File: config.mk
export PLATFORM = sky130hd
export DESIGN_NAME = cm_notification_tx
export DESIGN_NICKNAME = d
export VERILOG_FILES = /design/src/rtl/cm_notification_tx.sv
export SDC_FILE = /design/constraint.sdc
export NUM_CORES = 1
export LEC_CHECK = 0
export CAP_MARGIN = 20
export CORE_ASPECT_RATIO = 0.5
export CORE_MARGIN = 2
export CORE_UTILIZATION = 48
export CTS_BUF_LIST = sky130_fd_sc_hd__clkbuf_8
export CTS_CLUSTER_DIAMETER = 40
export DETAILED_ROUTE_END_ITERATION = 10
export PLACE_DENSITY = 0.77
export SLEW_MARGIN = 20
export SYNTH_ARGS = -nofsm -noshare
export SYNTH_HDL_FRONTEND = slang
export SYNTH_SLANG_ARGS = --single-unit
File: constraint.sdc
create_clock -name clk -period 1.5 [get_ports clk]
set_input_delay 0.3 -clock clk [delete_from_list [all_inputs] [get_ports clk]]
set_output_delay 0.3 -clock clk [all_outputs]
set_load 0.05 [all_outputs]
File: src/rtl/cm_notification_tx.sv
`default_nettype none
// ============================================================================
// Module      : cm_notification_tx
// Description : Collects error / config-notification / VGA-notification events
//               from the configuration manager and serializes each one as a
//               3-byte frame (tag, payload, tag^payload) into the UART TX FIFO.
// Revision    : 1.0 - initial release
// ============================================================================
module cm_notification_tx #(
  parameter int UART_DATA_WIDTH           = 8,
  parameter int CONFIG_NOTIFICATION_WIDTH = 8,
  parameter int CONFIG_ERROR_WIDTH        = 8,
  parameter int VGA_NOTIFICATION_WIDTH    = 8
) (
  input  logic                                 clk,
  input  logic                                 rst,
  input  logic [CONFIG_ERROR_WIDTH-1:0]        Config_Error,
  input  logic                                 Error_Valid,
  input  logic [CONFIG_NOTIFICATION_WIDTH-1:0] Config_Notification,
  input  logic                                 Config_Notification_Valid,
  input  logic [VGA_NOTIFICATION_WIDTH-1:0]    VGA_Notification,
  input  logic                                 VGA_Notification_Valid,
  input  logic                                 TX_Full,
  output logic [UART_DATA_WIDTH-1:0]           TXD_Data,
  output logic                                 TX_Wr,
  output logic                                 Busy
);

  // Tag bytes; bit 0 is replaced by the source's lost flag at selection time.
  localparam logic [7:0] c_TAG_ERR = 8'hE0;
  localparam logic [7:0] c_TAG_CFG = 8'hC0;
  localparam logic [7:0] c_TAG_VGA = 8'hD0;

  // Slot index: 0 = ERR, 1 = CFG, 2 = VGA (also the fixed priority order).
  typedef enum logic [1:0] {
    S_IDLE    = 2'd0,
    S_TAG     = 2'd1,
    S_PAYLOAD = 2'd2,
    S_CHECK   = 2'd3
  } state_t;

  state_t          state_q, state_d;
  logic [2:0]      pend_q, pend_d;
  logic [2:0]      lost_q, lost_d;
  logic [2:0][7:0] pay_q, pay_d;
  logic [7:0]      tag_q, tag_d;
  logic [7:0]      fpay_q, fpay_d;

  logic [2:0]      w_valid;
  logic [2:0][7:0] w_code;
  logic [2:0]      w_clr;
  logic [UART_DATA_WIDTH-1:0] w_txd;

  // Narrow codes are zero-extended into the 8-bit payload slots.
  assign w_valid   = {VGA_Notification_Valid, Config_Notification_Valid, Error_Valid};
  assign w_code[0] = 8'(Config_Error);
  assign w_code[1] = 8'(Config_Notification);
  assign w_code[2] = 8'(VGA_Notification);

  // Pending slots: a capture always wins over a same-cycle clear and only an
  // un-cleared older event counts as lost.
  always_comb begin
    pend_d = pend_q;
    lost_d = lost_q;
    pay_d  = pay_q;
    for (int i = 0; i < 3; i++) begin
      if (w_clr[i]) begin
        pend_d[i] = 1'b0;
        lost_d[i] = 1'b0;
      end
      if (w_valid[i]) begin
        pend_d[i] = 1'b1;
        pay_d[i]  = w_code[i];
        if (pend_q[i] && !w_clr[i]) begin
          lost_d[i] = 1'b1;
        end
      end
    end
  end

  // Frame sequencer: select a source in IDLE, then emit three bytes,
  // holding each one for as long as the FIFO reports full.
  always_comb begin
    state_d = state_q;
    tag_d   = tag_q;
    fpay_d  = fpay_q;
    w_clr   = 3'b000;
    w_txd   = '0;
    case (state_q)
      S_IDLE: begin
        if (pend_q[0]) begin
          w_clr   = 3'b001;
          tag_d   = c_TAG_ERR | {7'd0, lost_q[0]};
          fpay_d  = pay_q[0];
          state_d = S_TAG;
        end else if (pend_q[1]) begin
          w_clr   = 3'b010;
          tag_d   = c_TAG_CFG | {7'd0, lost_q[1]};
          fpay_d  = pay_q[1];
          state_d = S_TAG;
        end else if (pend_q[2]) begin
          w_clr   = 3'b100;
          tag_d   = c_TAG_VGA | {7'd0, lost_q[2]};
          fpay_d  = pay_q[2];
          state_d = S_TAG;
        end
      end
      S_TAG: begin
        w_txd = tag_q;
        if (!TX_Full) state_d = S_PAYLOAD;
      end
      S_PAYLOAD: begin
        w_txd = fpay_q;
        if (!TX_Full) state_d = S_CHECK;
      end
      S_CHECK: begin
        w_txd = tag_q ^ fpay_q;
        if (!TX_Full) state_d = S_IDLE;
      end
      default: state_d = S_IDLE;
    endcase
  end

  // State, slot and frame registers with synchronous reset.
  always_ff @(posedge clk) begin
    if (rst) begin
      state_q <= S_IDLE;
      pend_q  <= '0;
      lost_q  <= '0;
      pay_q   <= '0;
      tag_q   <= '0;
      fpay_q  <= '0;
    end else begin
      state_q <= state_d;
      pend_q  <= pend_d;
      lost_q  <= lost_d;
      pay_q   <= pay_d;
      tag_q   <= tag_d;
      fpay_q  <= fpay_d;
    end
  end

  // Write strobe is gated combinationally so a full FIFO or reset blocks it
  // in the very same cycle.
  assign TX_Wr    = (state_q != S_IDLE) & ~TX_Full & ~rst;
  assign TXD_Data = w_txd;
  assign Busy     = (state_q != S_IDLE) | (|pend_q);

endmodule
`default_nettype wire

==> qor.csv <==
metric;value;unit
fill_cells;261;
cts_sinks;44;
cts_hold_buf;0;
hp-class;flip-flop to flip-flop;
grt_max_degree;17;
first_pass_iters;4;
grt_use_total;0.217;
cts_tree;done;
stdcell_area;0.00300;mm²
yosysTopAreaCell;dfxtp_1;
outcome;finished, violations left;
path_class;flip-flop to output pin;
path_max_fanout;8;
coreArea;0.00394;mm²
clockBufferDepth;2;
grt_pass1_wl;7920;µm
period_minus_slack;1.80;ns
clk_latency;0.29;ns
period_share;1.20;
synthesis.area;0.00200;mm²
dpl-instance-area;0.00272;mm²
grt_overflow;0;
post-route-drc-count;0;
ir_drop;0.000668;V
rows;16;
drt_iter0_drc;48;
skew;0.00759;ns
portBuffers;39;
mappedNetlistNets;254;
crit_path_end_kind;output pin;
synth.top_cells.by_area;dfxtp_1, mux2i_1, nor2_1;
critPathArrivalTime;1.50;ns
place_ws;-0.183;ns
critPathRequiredTime;1.20;ns
tightest_slew;0.355;ns
maxCapViolCount;0;
synth_top_area_frac;0.440;
io_pins;40;
multi_input_area;0.00123;mm²
seqCellArea;888;µm²
clk_pin_slew;0.09;ns
dieArea;0.00473;mm²
hold_violations;0;
htree_num_levels;2;
setup_viol;12;
cts_root_buf;clkbuf_8;
grt_pass1_vias;1683;
fin_ws;-0.302;ns
ant_nets;0;
power_density;1410;mW/mm²
fin_nets;309;
drt-vias-per-instance;5.28;
syn_inst;218;
ys_types;27;
cts_made_buffers;5;
violations;setup timing;
rrSetupSlack;-0.08;ns
start_util;0.507;
ys_warn_count;0;
yosysSeqAreaShare;0.440;
drv_slew;0;
avgRoutedWirePerCell;14.7;µm
syn_avg_cell_area;9.18;µm²
diodes;0;
leakagePower;1.20;nW
routed_wl;4810;µm
hpwlAfterDp;3430;µm
drive_gt1_frac;0.288;
slew_headroom;0.763;
antenna_found_initial;0;
die_h;49.7;µm
die_w;95.3;µm
ys_seq_elements;44;
dr_total_vias;1733;
area_delta_synth_final;49.9;%
place.gp.congestion;0.823;
fmax;555;MHz
rsz0062_at_grt;yes;
start_kind;flip-flop;
==> worst max-delay path, cell delays in order (launching register included) <==
cell	delay (ns)
dfxtp_4	0.41
buf_6	0.11
ha_4	0.18
nor2_2	0.05
nor2_2	0.15
and2_4	0.17
buf_12	0.13
==> cells in the final DEF (no fill, tap or decap), types with 2 or more instances in the layout <==
master	n
a21oi_1	7
a21oi_4	5
a22o_1	9
a311oi_1	2
and2_4	3
buf_12	10
buf_4	19
buf_6	4
clkbuf_8	5
clkdlybuf4s50_1	29
dfxtp_1	42
dfxtp_4	2
ha_4	5
inv_1	2
inv_2	2
mux2i_1	33
nand2_1	9
nor2_1	32
nor2_2	3
nor2b_1	5
nor2b_2	5
o21ai_0	11
o21ai_1	5
o21ai_2	5
o31a_1	2
==> cell families after synthesis <==
kind of cell / synth area share
and+or+nand+nor: 0.158
AOI/OAI and AO/OA: 0.153
DFF: 0.440
muxes: 0.165
buffers and inverters: 0.0463
adders and majority gates: 0.0375
==> worst paths after layout <==
| path | from | endpoint | cells after the start |
|---|---|---|---|
| setup / recovery | state_q[1] | TXD_Data[2] | 6 |
| hold / removal | pay_q[3] | pay_q[3] | 2 |
| hold reg to reg | pay_q[3] | pay_q[3] | 2 |
| setup reg to reg | state_q[1] | state_q[1] | 5 |
==> final cells by class <==
type / count / area share
Tap cell: 54 / 0.0225
Sequential cell: 44 / 0.296
Clock buffer: 5 / 0.0229
Inverter: 5 / 0.00709
Multi-Input combinational cell: 155 / 0.411
Timing Repair Buffer: 62 / 0.226
Clock inverter: 3 / 0.0142
==> cell usage after synthesis (all sizes together) <==
| library cell | instances |
|---|---|
| nor4b | 1 |
| nand2b | 1 |
| and2 | 3 |
| a311oi | 2 |
| nor2b | 11 |
| a21oi | 13 |
| ha | 6 |
| o21a | 1 |
| nand2 | 9 |
| buf | 10 |
| nor3 | 3 |
| clkbuf | 4 |
| nor4 | 1 |
| o31a | 2 |
| a22o | 9 |
| or3b | 2 |
| o21ai | 21 |
| inv | 5 |
| a22oi | 1 |
| dfxtp | 44 |
| nor2 | 35 |
| mux2i | 33 |
| a211oi | 1 |
==> through the flow <==
step | std cells | setup TNS [ns] | hold slack, ns | total power, W | utilization
2_1_floorplan | 218 | -0.0485 | 0.447 | 0.00240 | -
4_1_cts | 326 | -2.57 | 0.504 | 0.00400 | 0.738
6_report | 328 | -2.95 | 0.502 | 0.00422 | 0.760
3_3_place_gp | 315 | -0.893 | 0.471 | 0.00283 | 0.688
3_5_place_dp | 315 | -2.38 | 0.485 | 0.00290 | 0.688
5_1_grt | 328 | -3.76 | 0.526 | 0.00444 | 0.760
==> report_power, final <==
| part | total [W] | internal [W] | switching (W) |
|---|---|---|---|
| Clock | 0.000899 | 0.000493 | 0.000406 |
| Combinational | 0.00184 | 0.000912 | 0.000931 |
| Sequential | 0.00148 | 0.00132 | 0.000162 |
| Total | 0.00422 | 0.00272 | 0.00150 |
==> routing by layer <==
| metal | part of all wire | global-route usage | wire, µm |
|---|---|---|---|
| met4 | 0.011 | 0.0628 | 54 |
| met3 | 0.041 | 0.0474 | 199 |
| met1 | 0.48 | 0.300 | 2310 |
| met5 | 0 | 0 | 0 |
| met2 | 0.47 | 0.342 | 2250 |
==> registers in the layout, indices dropped and copies added (netlist names), named ones only <==
name	count
pend_q	3
fpay_q	8
tag_q	4
pay_q	24
lost_q	2
state_q	2
==> what timing repair did <==
item,in CTS,in global routing
resized for setup,26,17
setup buffers,3,2
endpoints found under the setup margin,22,20
pin swaps,3,4
Note: power is estimated with default switching activity, not from simulation.
==> RTL edit 1 (config.mk and constraints unchanged) <==
Register the inputs `Config_Error`, `Config_Notification` and `Config_Notification_Valid` before use, cleared by the reset. The logic sees them one clock later. The other inputs are not delayed to match.
--- a/src/rtl/cm_notification_tx.sv
+++ b/src/rtl/cm_notification_tx.sv
@@ -41,2 +41,18 @@
 
+  logic [CONFIG_ERROR_WIDTH-1:0] Config_Error_q;
+  logic [CONFIG_NOTIFICATION_WIDTH-1:0] Config_Notification_q;
+  logic Config_Notification_Valid_q;
+
+  always_ff @(posedge clk) begin
+    if (rst) begin
+      Config_Error_q              <= '0;
+      Config_Notification_q       <= '0;
+      Config_Notification_Valid_q <= '0;
+    end else begin
+      Config_Error_q              <= Config_Error;
+      Config_Notification_q       <= Config_Notification;
+      Config_Notification_Valid_q <= Config_Notification_Valid;
+    end
+  end
+
   state_t          state_q, state_d;
@@ -54,5 +70,5 @@
   // Narrow codes are zero-extended into the 8-bit payload slots.
-  assign w_valid   = {VGA_Notification_Valid, Config_Notification_Valid, Error_Valid};
-  assign w_code[0] = 8'(Config_Error);
-  assign w_code[1] = 8'(Config_Notification);
+  assign w_valid   = {VGA_Notification_Valid, Config_Notification_Valid_q, Error_Valid};
+  assign w_code[0] = 8'(Config_Error_q);
+  assign w_code[1] = 8'(Config_Notification_q);
   assign w_code[2] = 8'(VGA_Notification);
Behaviour: not the same (Yosys sat finds a counterexample within 4 cycles, from zero or initial values and one cycle with rst high).
==> RTL edit 1 against the unedited design <==
Worst setup slack worse by 0.047 ns; highest routed layer unchanged; die area rose by 22%; area after synthesis grew 23%; critical path depth decreased by 1; via count rose by 13%; register-to-register slack lost 0.11 ns; final area grew 19%; sequential power rose by 32%; routed wire length rose by 18%; sequential cell count is 17 higher; the run still ends with setup timing left; total power rose by 21%; core utilization down 3.9 points.
==> RTL edit 1: results (changes against the unedited design) <==
stage;metric;value;unit;change
outcome;outcome;finished, violations left;;
outcome;violations;setup timing;;
clock_tree;clk_latency;0.33;ns;+0.04 ns
worst_hold_path;worstHoldStart;rst;;
yosys;synthAdderAreaFrac;0.0304;;-0.00708
power_and_ir_drop;ir_drop;0.645;mV;-3.4%
yosys;synth_nets;290;;+14%
yosys;avgSynthCellArea;9.71;um^2;+5.8%
layout;final-clk-cell-share;0.0446;;+0.00751
layout;nNetsFinal;344;;+11%
worst_setup_path;reg2regPathDepth;7;;+2
global_routing;grt_pass1_vias;1867;;+11%
worst_setup_path;worst_ep_arrival_time;1.55;ns;+0.05 ns
global_routing;grt_pass1_wl;8.65;mm;+9.1%
worst_setup_path;worstPathMaxFanout;9;;+1
timing;setup-violations-final;23;;+11
worst_setup_path;reg2reg_to;state_q[0];;
yosys;yosysSeqAreaShare;0.495;;+0.0549
timing;maxSlewHeadroom;0.614;;-0.148
place;hpwl;3.72;mm;+8.4%
yosys;yosys_warnings;0;;unchanged
yosys;synth-compound-area-share;0.124;;-0.0289
power_and_ir_drop;p_seq_frac;0.383;;+0.033
global_routing;grtUsageTotal;0.202;;-0.0148
power_and_ir_drop;switchingPower;1.75;mW;+17%
worst_hold_path;hp-class;primary input to flop;;
layout;nMultiInputCombCells;174;;+12%
floorplanning;tapCellCount;70;;+30%
power_and_ir_drop;leakage;1.37;nW;+14%
layout;diodes;0;;unchanged
place;place_ws;-0.158;ns;+0.0244 ns
layout;non_clock_buffer_count;57;;-8.1%
layout;drive_above_1_share;0.265;;-0.0231
place;gp_congestion;0.780;;-5.2%
yosys;synthMuxAreaShare;0.134;;-0.0312
route;initialDrtViolationCount;92;;+92%
yosys;synth_edf_count;0;;unchanged
route;vias_per_cell;5.13;;-3.0%
route;vias;1963;;+13%
layout;final_cell_area;0.00356;mm^2;+19%
clock_tree;cts_buffers;9;;+4
layout;buf_share;0.181;;-0.0454
clock_tree;htreeDepth;3;;+1
place;place_area;0.00314;mm^2;+16%
worst_setup_path;cp-startpoint;state_q[0];;
worst_setup_path;r2r_setup_slack;-0.19;ns;-0.11 ns
yosys;ys_top_cells_by_area;dfxtp_1, mux2i_1, nor2b_1;;
clock_tree;path_clk_slew;0.07;ns;-0.02 ns
worst_setup_path;crit_path_end;TXD_Data[4];;
yosys;synth_commonest_cells;dfxtp_1, nor2_1, mux2i_1;;
timing;fin_ws;-0.349;ns;-0.0471 ns
layout;seq_area_frac;0.345;;+0.0490
power_and_ir_drop;combPwrFrac;0.386;;-0.051
power_and_ir_drop;p_per_area;1430;mW/mm^2;+1.6%
global_routing;grt_max_degree;36;;+19
timing;fin_setup_tns;-4.00;ns;-1.05 ns
timing;clock_skew;0.00534;ns;-0.00225 ns
yosys;synth_cell_types;28;;+3.7%
clock_tree;cts_sinks;61;;+39%
==> RTL edit 1: changes by cell type in the layout (fill, tap and decap cells not counted), sizes merged, moves of 3 or more <==
cell	change
dfxtp	+17
clkbuf	+4
nor2b	+18
clkinv	+3
buf	-4
==> RTL edit 1: repair_timing <==
| item | CTS | global route |
|---|---|---|
| gates cloned | 0 | 2 |
| setup endpoints to repair | 13 | 24 |
| buffers inserted | 4 | 3 |
| gates resized for setup | 39 | 15 |
| pin swaps | 18 | 8 |
==> RTL edit 1: worst min path at each step <==
stage,to,slack (ns),cells past startpoint
finish,pay_q[3],0.39,2
global route,pay_q[3],0.39,2
CTS,pay_q[3],0.34,2
detailed placement,pay_q[14],0.46,2
global placement,pay_q[14],0.45,2
floorplan,Config_Error_q[0],0.43,1
==> RTL edit 1: per-layer routing <==
metal	vias to the layer above	part of all wire	global-route usage
met5	-	0	0
met4	0	0.013	0.0756
met3	11	0.050	0.0690
met2	52	0.49	0.358
met1	927	0.44	0.236
li1	973	-	-
==> RTL edit 2 (same flow settings) <==
Without the edit above. The parameter `CONFIG_NOTIFICATION_WIDTH` goes from 8 to 7.
--- a/src/rtl/cm_notification_tx.sv
+++ b/src/rtl/cm_notification_tx.sv
@@ -10,3 +10,3 @@
   parameter int UART_DATA_WIDTH           = 8,
-  parameter int CONFIG_NOTIFICATION_WIDTH = 8,
+  parameter int CONFIG_NOTIFICATION_WIDTH = 7,
   parameter int CONFIG_ERROR_WIDTH        = 8,
Ports: changed (resized Config_Notification); port bits go from 40 to 39. The function was not compared with the original's and may differ.
==> RTL edit 2 against the unedited design <==
The flow still finishes with violations (setup timing); worst setup slack improved by 0.017 ns; final area rose by 1.1%; total power fell by 0.16%; area after synthesis rose by 1.9%; clock skew fell by 0.0015 ns; routed wire length rose by 2.0%; core utilization rose by 0.052 points; sequential cell count fell by 1; count of clock-buffer cells in the layout did not move; critical endpoint is now TXD_Data[6].
==> RTL edit 2: results (changes against the unedited design) <==
stage;metric;value;unit;change
timing;clock_skew;0.00608;ns;-0.00151 ns
yosys;synthCells;226;;+3.7%
route;vias;1752;;+1.1%
global_routing;grt_pass1_wl;8.08;mm;+2.0%
outcome;outcome;finished, violations left;;
place;hpwl;3.43;mm;about the same
global_routing;grt_pass1_vias;1705;;+1.3%
place;place_area;0.00272;mm^2;+0.32%
global_routing;grtUsageTotal;0.222;;+0.00531
worst_hold_path;worstHoldStart;fpay_q[1];;
outcome;violations;setup timing;;
yosys;yosysSeqAreaShare;0.422;;-0.0179
yosys;synth_top_area_share;0.422;;-0.0179
layout;drive_above_1_share;0.319;;+0.0304
global_routing;grt_max_degree;26;;+9
layout;nNetsFinal;307;;-0.65%
yosys;synthMuxAreaShare;0.157;;-0.00795
timing;holdWs;0.461;ns;-0.0410 ns
worst_setup_path;worst_ep_arrival_time;1.48;ns;-0.02 ns
power_and_ir_drop;internal_power;2.67;mW;-1.7%
timing;fin_ws;-0.285;ns;+0.0171 ns
timing;setup-violations-final;12;;unchanged
yosys;ys_top_cells_by_area;dfxtp_1, mux2i_1, nor2_1;;
worst_setup_path;reg2regPathDepth;6;;+1
route;wl_per_cell;15.0;um;+2.3%
timing;fin_setup_tns;-2.88;ns;+0.0746 ns
layout;fin_cells;327;;-0.30%
yosys;synth_nets;261;;+2.8%
layout;reg_top3;pay_q: 23 flops, fpay_q: 8 flops, tag_q: 4 flops;;
timing;maxSlewHeadroom;0.710;;-0.0532
route;initialDrtViolationCount;119;;+150%
## RTL edit 2: worst max-delay path, cell delays in order, from the launching register on
cell	delay, ns
dfxtp_4	0.41
ha_4	0.19
nor2b_4	0.16
o21ai_2	0.08
a21oi_4	0.19
buf_12	0.15
## RTL edit 2: how the worst max path moves through the flow
| stage | depth (start not counted) | startpoint | endpoint | slack, ns |
|---|---|---|---|---|
| finish | 5 | state_q[0] | TXD_Data[6] | -0.28 |
| floorplan | 4 | state_q[0] | TXD_Data[6] | 0.002 |
| detailed placement | 5 | state_q[0] | TXD_Data[7] | -0.15 |
| global placement | 5 | state_q[0] | TXD_Data[7] | -0.08 |
| global route | 5 | state_q[0] | TXD_Data[6] | -0.33 |
| CTS | 5 | state_q[0] | TXD_Data[0] | -0.25 |
## RTL edit 2: routing by layer
layer  GRT usage  wire length (um)  vias to the layer above  part of all wire
met5           0                 0                        -                 0
met4      0.0952                99                        0             0.020
met3      0.0505               185                       11             0.038
met2       0.360              2340                       43              0.48
met1       0.285              2280                      833              0.46
li1            -                 -                      865                 -
## RTL edit 2: timing repair
item | CTS | global route
hold buffers | 0 | 0
endpoints found under the setup margin | 12 | 12
resized for setup | 44 | 9
buffers inserted | 3 | 0
pin swaps | 5 | 2
## RTL edit 2: cell type report
type	count	area, um^2	area share
sequential	43	868	0.286
timing repair buffer	56	644	0.213
multi-input combinational	159	1310	0.432
clock inverter	3	43.8	0.0144
clock buffer	5	68.8	0.0227
inverter	7	28.8	0.00949
tap	54	67.6	0.0223
## RTL edit 2: cell families (layout without fill, tap and decap cells)
logic type,Yosys count,count (layout)
flops,43,43
simple gates,68,68
fa+ha+maj,6,6
buf+inv,24,71
mux,31,31
compound gates,54,54
## RTL edit 2: power groups by stage
stage	Sequential, mW	Clock [mW]	Combinational (mW)
floorplan	1.40	0	1.07
global placement	1.44	0	1.47
detailed placement	1.46	0	1.51
CTS	1.49	0.911	1.78
global route	1.53	0.961	1.96
finish	1.51	0.886	1.81
